`config.mk`:
```
export PLATFORM = sky130hd
export DESIGN_NAME = pipe_ctrl_n
export DESIGN_NICKNAME = d
export VERILOG_FILES = /design/src/rtl/pipe_ctrl_n_pkg.sv /design/src/rtl/pipe_ctrl_n_sat_counter.sv /design/src/rtl/pipe_ctrl_n.sv
export SDC_FILE = /design/constraint.sdc
export NUM_CORES = 1
export LEC_CHECK = 0
export BUFFER_PORTS_ARGS = -buffer_cell sky130_fd_sc_hd__buf_2
export CAP_MARGIN = 10
export CORE_MARGIN = 5
export CORE_UTILIZATION = 30
export DETAILED_ROUTE_END_ITERATION = 6
export HOLD_SLACK_MARGIN = 0.06
export PLACE_DENSITY = 0.54
export RECOVER_POWER = 25
export SLEW_MARGIN = 25
export SYNTH_ARGS = -nofsm -noshare
export SYNTH_HDL_FRONTEND = slang
export SYNTH_HIERARCHICAL = 1
export SYNTH_SLANG_ARGS = --single-unit
```
`constraint.sdc`:
```
create_clock -name clk -period 2.98 [get_ports clk]
set_input_delay 0.298 -clock clk [delete_from_list [all_inputs] [get_ports clk]]
set_output_delay 0.298 -clock clk [all_outputs]
set_load 0.02 [all_outputs]
```
`src/rtl/pipe_ctrl_n_pkg.sv`:
```
// Shared types and helpers for the parametrised pipeline handshake controller.
package pipe_pkg;

  localparam int unsigned NSTAGE_MAX = 16;
  localparam int unsigned DISP_REP   = 4;
  localparam int unsigned OCC_MAX_W  = $clog2(NSTAGE_MAX + 1);

  typedef logic [NSTAGE_MAX-1:0] stage_vec_t;

  function automatic logic [OCC_MAX_W-1:0] popcount(input stage_vec_t v);
    logic [OCC_MAX_W-1:0] c;
    c = '0;
    for (int unsigned i = 0; i < NSTAGE_MAX; i++) begin
      c = c + OCC_MAX_W'(v[i]);
    end
    return c;
  endfunction

endpackage

```
`src/rtl/pipe_ctrl_n_sat_counter.sv`:
```
// Saturating event counter with synchronous reset and clear; clear beats increment.
module sat_counter #(
  parameter int unsigned W = 32
) (
  input  logic         clk,
  input  logic         reset,
  input  logic         clr,
  input  logic         inc,
  output logic [W-1:0] q
);

  logic [W-1:0] q_q;
  logic [W-1:0] q_d;

  always_comb begin
    q_d = q_q;
    if (clr) begin
      q_d = '0;
    end else if (inc && (q_q != '1)) begin
      q_d = q_q + W'(1);
    end
  end

  always_ff @(posedge clk) begin
    if (reset) begin
      q_q <= '0;
    end else begin
      q_q <= q_d;
    end
  end

  assign q = q_q;

endmodule

```
`src/rtl/pipe_ctrl_n.sv`:
```
// Valid/handshake controller for an NSTAGE-deep in-order pipeline with partial flush,
// per-stage hold, fetch gating, occupancy and saturating stall/flush counters.
module pipe_ctrl_n
  import pipe_pkg::*;
#(
  parameter int unsigned NSTAGE = 5,
  parameter int unsigned CNT_W  = 32,
  parameter int unsigned IDX_W  = $clog2(NSTAGE)
) (
  input  logic                         clk,
  input  logic                         reset,
  input  logic                         fetch_en,
  input  logic [NSTAGE-1:0]            stage_over,
  input  logic [NSTAGE-1:0]            stage_hold,
  input  logic                         flush,
  input  logic [IDX_W-1:0]             flush_idx,
  input  logic                         clr_cnt,
  output logic [NSTAGE-1:0]            valid,
  output logic [NSTAGE-1:0]            allow_in,
  output logic [NSTAGE-2:0]            advance,
  output logic                         next_fetch,
  output logic [$clog2(NSTAGE+1)-1:0]  occupancy,
  output logic [CNT_W-1:0]             stall_cnt,
  output logic [CNT_W-1:0]             flush_cnt,
  output logic [DISP_REP*NSTAGE-1:0]   valid_disp
);

  localparam int unsigned OCC_W = $clog2(NSTAGE + 1);

  logic [NSTAGE-1:0] valid_q;
  logic [NSTAGE-1:0] valid_d;
  logic [NSTAGE-1:0] go;
  logic [NSTAGE-1:0] squash;
  stage_vec_t        valid_pad;
  logic              stall_inc;

  // flush_idx beyond the last stage squashes everything, so no explicit clamp is needed
  always_comb begin : squash_mask
    squash = '0;
    for (int unsigned i = 0; i < NSTAGE; i++) begin
      squash[i] = flush && (i <= 32'(flush_idx));
    end
  end

  // Room propagates from writeback toward fetch, so evaluate oldest stage first
  always_comb begin : handshake
    int unsigned s;
    s        = 0;
    go       = '0;
    allow_in = '0;
    go[NSTAGE-1]       = valid_q[NSTAGE-1] & stage_over[NSTAGE-1] & ~stage_hold[NSTAGE-1];
    allow_in[NSTAGE-1] = ~valid_q[NSTAGE-1] | go[NSTAGE-1];
    for (int unsigned j = 2; j <= NSTAGE; j++) begin
      s     = NSTAGE - j;
      go[s] = valid_q[s] & stage_over[s] & ~stage_hold[s] & allow_in[s+1];
      if (s != 0) begin
        allow_in[s] = ~valid_q[s] | go[s];
      end
    end
    next_fetch  = go[0] | flush;
    allow_in[0] = next_fetch;
  end

  assign advance = go[NSTAGE-2:0] & ~squash[NSTAGE-2:0];

  for (genvar g = 0; g < NSTAGE; g++) begin : g_stage
    if (g == 0) begin : g_fetch
      assign valid_d[g] = fetch_en;
    end else begin : g_body
      assign valid_d[g] = squash[g]   ? 1'b0 :
                          allow_in[g] ? advance[g-1] :
                                        valid_q[g];
    end
    assign valid_disp[DISP_REP*(NSTAGE-1-g) +: DISP_REP] = {DISP_REP{valid_q[g]}};
  end

  always_ff @(posedge clk) begin
    if (reset) begin
      valid_q <= '0;
    end else begin
      valid_q <= valid_d;
    end
  end

  assign valid = valid_q;

  always_comb begin
    valid_pad                = '0;
    valid_pad[NSTAGE-1:0]    = valid_q;
  end

  assign occupancy = OCC_W'(popcount(valid_pad));
  assign stall_inc = valid_q[0] & ~next_fetch;

  sat_counter #(
    .W (CNT_W)
  ) u_stall_cnt (
    .clk   (clk),
    .reset (reset),
    .clr   (clr_cnt),
    .inc   (stall_inc),
    .q     (stall_cnt)
  );

  sat_counter #(
    .W (CNT_W)
  ) u_flush_cnt (
    .clk   (clk),
    .reset (reset),
    .clr   (clr_cnt),
    .inc   (flush),
    .q     (flush_cnt)
  );

endmodule

```
==> reports/qor.csv <==
stage;metric;value;unit
outcome;outcome;completed;
die;start_util;0.3058;
timing;worst_slew_margin_rel;0.4277;
hold_path;min_path_type;primary input to flop;
critical_path;cp_max_fo;5;
route;drc;0;
global_route;grt_max_degree;31;
die;core_area;12620;µm²
route;vias_per_cell;5.203;
cts;cts_buffer_depth;2;
synthesis;synth-simple-area-share;0.2983;
placed_design;gp_congestion;0.9011;
global_route;globalRouteOverflowTotal;0;
synthesis;syn_nets;494;
synthesis;syn-cell-area;3859;µm²
timing;fin_crit_sh;0.9070;
critical_path;cp_cell_sequence;nand2_1 > o221ai_2 > nand2_2 > a311oi_2 > nand4_1 > or4_4 > or4_4 > or3_1 > a21oi_1;
run;drv_cap;0;
synthesis;synth_compound_area_frac;0.2179;
synthesis;yosys.area_share.adder;0.02010;
synthesis;seq_area_frac_synth;0.3580;
die;die_h;123.4;µm
cts;cts_tree;built;
cts;path_clk_slew;0.05;ns
synthesis;netlist_instances;471;
synthesis;synth_top_family_by_area;simple AND/OR/NAND/NOR gates;
synthesis;synth_area_leaders;dfxtp_1 (36%), or3_1 (4.9%), a21oi_1 (4.3%);
layout;syn_to_final_growth;22.67;%
global_route;grt_pass1_wl;17.29;mm
global_route;antenna_found_initial;0;
route;dr.pass1.iters;4;
timing;finalClockSkew;0.004753;ns
timing;setup_viol;0;
layout;drive_above_1_share;0.2170;
cts;htreeDepth;3;
global_route;grt_use_total;0.1406;
cts;cts-resized-gates;0;
global_route;grt_pass1_vias;3557;
layout;num-fill-cells;1365;
synthesis;synth_area_leader_cell;dfxtp_1;
critical_path;path_class;flop to flop;
cts;ctsHoldBuffers;0;
synthesis;synth_edf_count;0;
critical_path;cpPeakStageDelay;0.46;ns
die;die_w;123.4;µm
critical_path;crit_arrival;2.96;ns
layout;fin_nets;594;
synthesis;synthMuxAreaShare;0;
power_and_ir_drop;leakagePower;1.713;nW
synthesis;synth_xor_area_frac;0.03178;
synthesis;async_flop_share;0;
die;design.portCount;120;
synthesis;ys.warnings.count;6;
timing;rsz0062_at_grt;false;
placed_design;port_buffers;119;
layout;diodes;0;
timing;finalHoldViolCount;0;
power_and_ir_drop;design_power_total;2.006;mW
route;avgRoutedWirePerCell;14.69;µm
power_and_ir_drop;max-vdd-ir-drop;0.0002551;V
critical_path;crit_slowest_cell;or4_4;
timing;timing.fmax;370.0;MHz
cts;cts_sinks;69;
timing;finalSetupTns;0;ns
critical_path;critPathCaptureType;flop;
synthesis;synthFlopType;dfxtp_1;
critical_path;cp-start-kind;flop;
synthesis;ys_ff_latch;69;
route;num_vias;3892;
cts;cts_buffers;9;
critical_path;cp_common_cell;or4_4;
cts;cts-root-buf;clkbuf_16;
route;antenna_left;0;
critical_path;cp.required;3.23;ns
power_and_ir_drop;p_per_area;423.9;nW/µm²
die;rows;41;
route;wl;10.99;mm
timing;fin_crit;2.703;ns
placed_design;hpwl;8.108;mm
synthesis;ys_types;56;
timing;drv_slew;0;
cts;post_cts_buffers;0;
synthesis;syn_avg_cell_area;8.193;µm²
route;first_iter_violations;213;
cts;insertion_delay;0.33;ns
die;die-area;15230;µm²
layout;utilization;0.3751;
timing;tightest_slew;0.8553;ns
synthesis;synth_top_cell_area_share;0.3580;
flip-flops by register name, summed over array words and instances (netlist names):
signal         count
u_flush_cnt/q     32
u_stall_cnt/q     32
valid              5
synthesized netlist by cell type (all sizes together), types with 2 or more instances:
cell and instances:
o211ai 6, o31a 2, or4 12, o21a 2
dfxtp 69, xnor2 10, clkbuf 10, nor2 34
or3 32, a21oi 33, nor4 8, o311a 2
a31oi 8, or2 2, o221ai 2, nor3 8
a211oi 6, fa 2, o31ai 7, ha 3
nand2 44, a41o 6, a21o 2, nor2b 4
o41ai 2, xor2 4, or4b 2, nand3 25
o311ai 6, inv 12, o2111ai 2, nand2b 2
buf 30, and4 4, nand4 20, and3 5
o21ai 34
per-stage QoR:
stage	setup slack (ns)	instance area (µm²)	std cells	hold slack [ns]
final	0.2772	4733	748	0.1824
after global routing	0.09407	4733	748	0.2063
after CTS	0.2594	4786	748	0.1673
after detailed placement	0.1334	4513	732	0.5013
after global placement	0.1663	4513	732	0.4908
after floorplan	0.04007	3867	471	0.3690
cells in the final DEF, fill, tap and decap left out, types with 9 or more instances in the layout:
cell / Yosys / layout
inv_1: 12 / 12
o21ai_1: 10 / 10
nand3_1: 25 / 25
nor2_1: 34 / 34
nand4_1: 18 / 18
xnor2_1: 10 / 10
buf_4: 21 / 9
o21ai_0: 24 / 24
buf_2: 9 / 80
a21oi_1: 33 / 33
or3_1: 30 / 30
clkbuf_1: 10 / 44
dfxtp_1: 69 / 67
clkbuf_16: 0 / 9
nand2_1: 43 / 43
logic make-up after synthesis:
kind of cell / Yosys count
and+or+nand+nor: 205
DFF: 69
AOI/OAI and AO/OA: 126
adders and majority gates: 5
buffers and inverters: 52
xor gates and xnor gates: 14
where the power goes:
part	switching, mW	total [mW]	leakage, nW	internal [mW]
Clock	0.377	0.985	0.134	0.608
Sequential	0.00357	0.929	0.557	0.925
Combinational	0.0623	0.0921	1.02	0.0298
Total	0.443	2.01	1.71	1.56
per-layer routing:
metal | up-vias | part of all wire | global-route usage
met3 | 14 | 0.045 | 0.03614
li1 | 1965 | - | -
met1 | 1831 | 0.45 | 0.1773
met2 | 82 | 0.49 | 0.2321
met4 | 0 | 0.015 | 0.04983
met5 | - | 0 | 0
worst max-delay path, delay by kind of cell (launching register included):
kind	cells	cell delay [ns]
compound gates	3	0.72
flops	1	0.33
simple gates	6	1.59
final timing paths:
path | depth (start not counted) | end | start | slack [ns]
max | 9 | u_stall_cnt/q[30] | valid[3] | 0.28
min reg2reg | 2 | u_flush_cnt/q[31] | u_flush_cnt/q[31] | 0.51
max reg2reg | 9 | u_stall_cnt/q[30] | valid[3] | 0.28
min | 2 | valid[0] | fetch_en | 0.18
layout make-up:
cell class,count,area [µm²],share of cell area
Tap cell,172,215.2,0.04547
Timing Repair Buffer,129,618.1,0.1306
Sequential cell,69,1384,0.2924
Inverter,12,45.04,0.009516
Clock inverter,1,5.005,0.001057
Multi-Input combinational cell,350,2198,0.4644
Clock buffer,15,267.8,0.05657
Power figures use the tool's default switching activity.
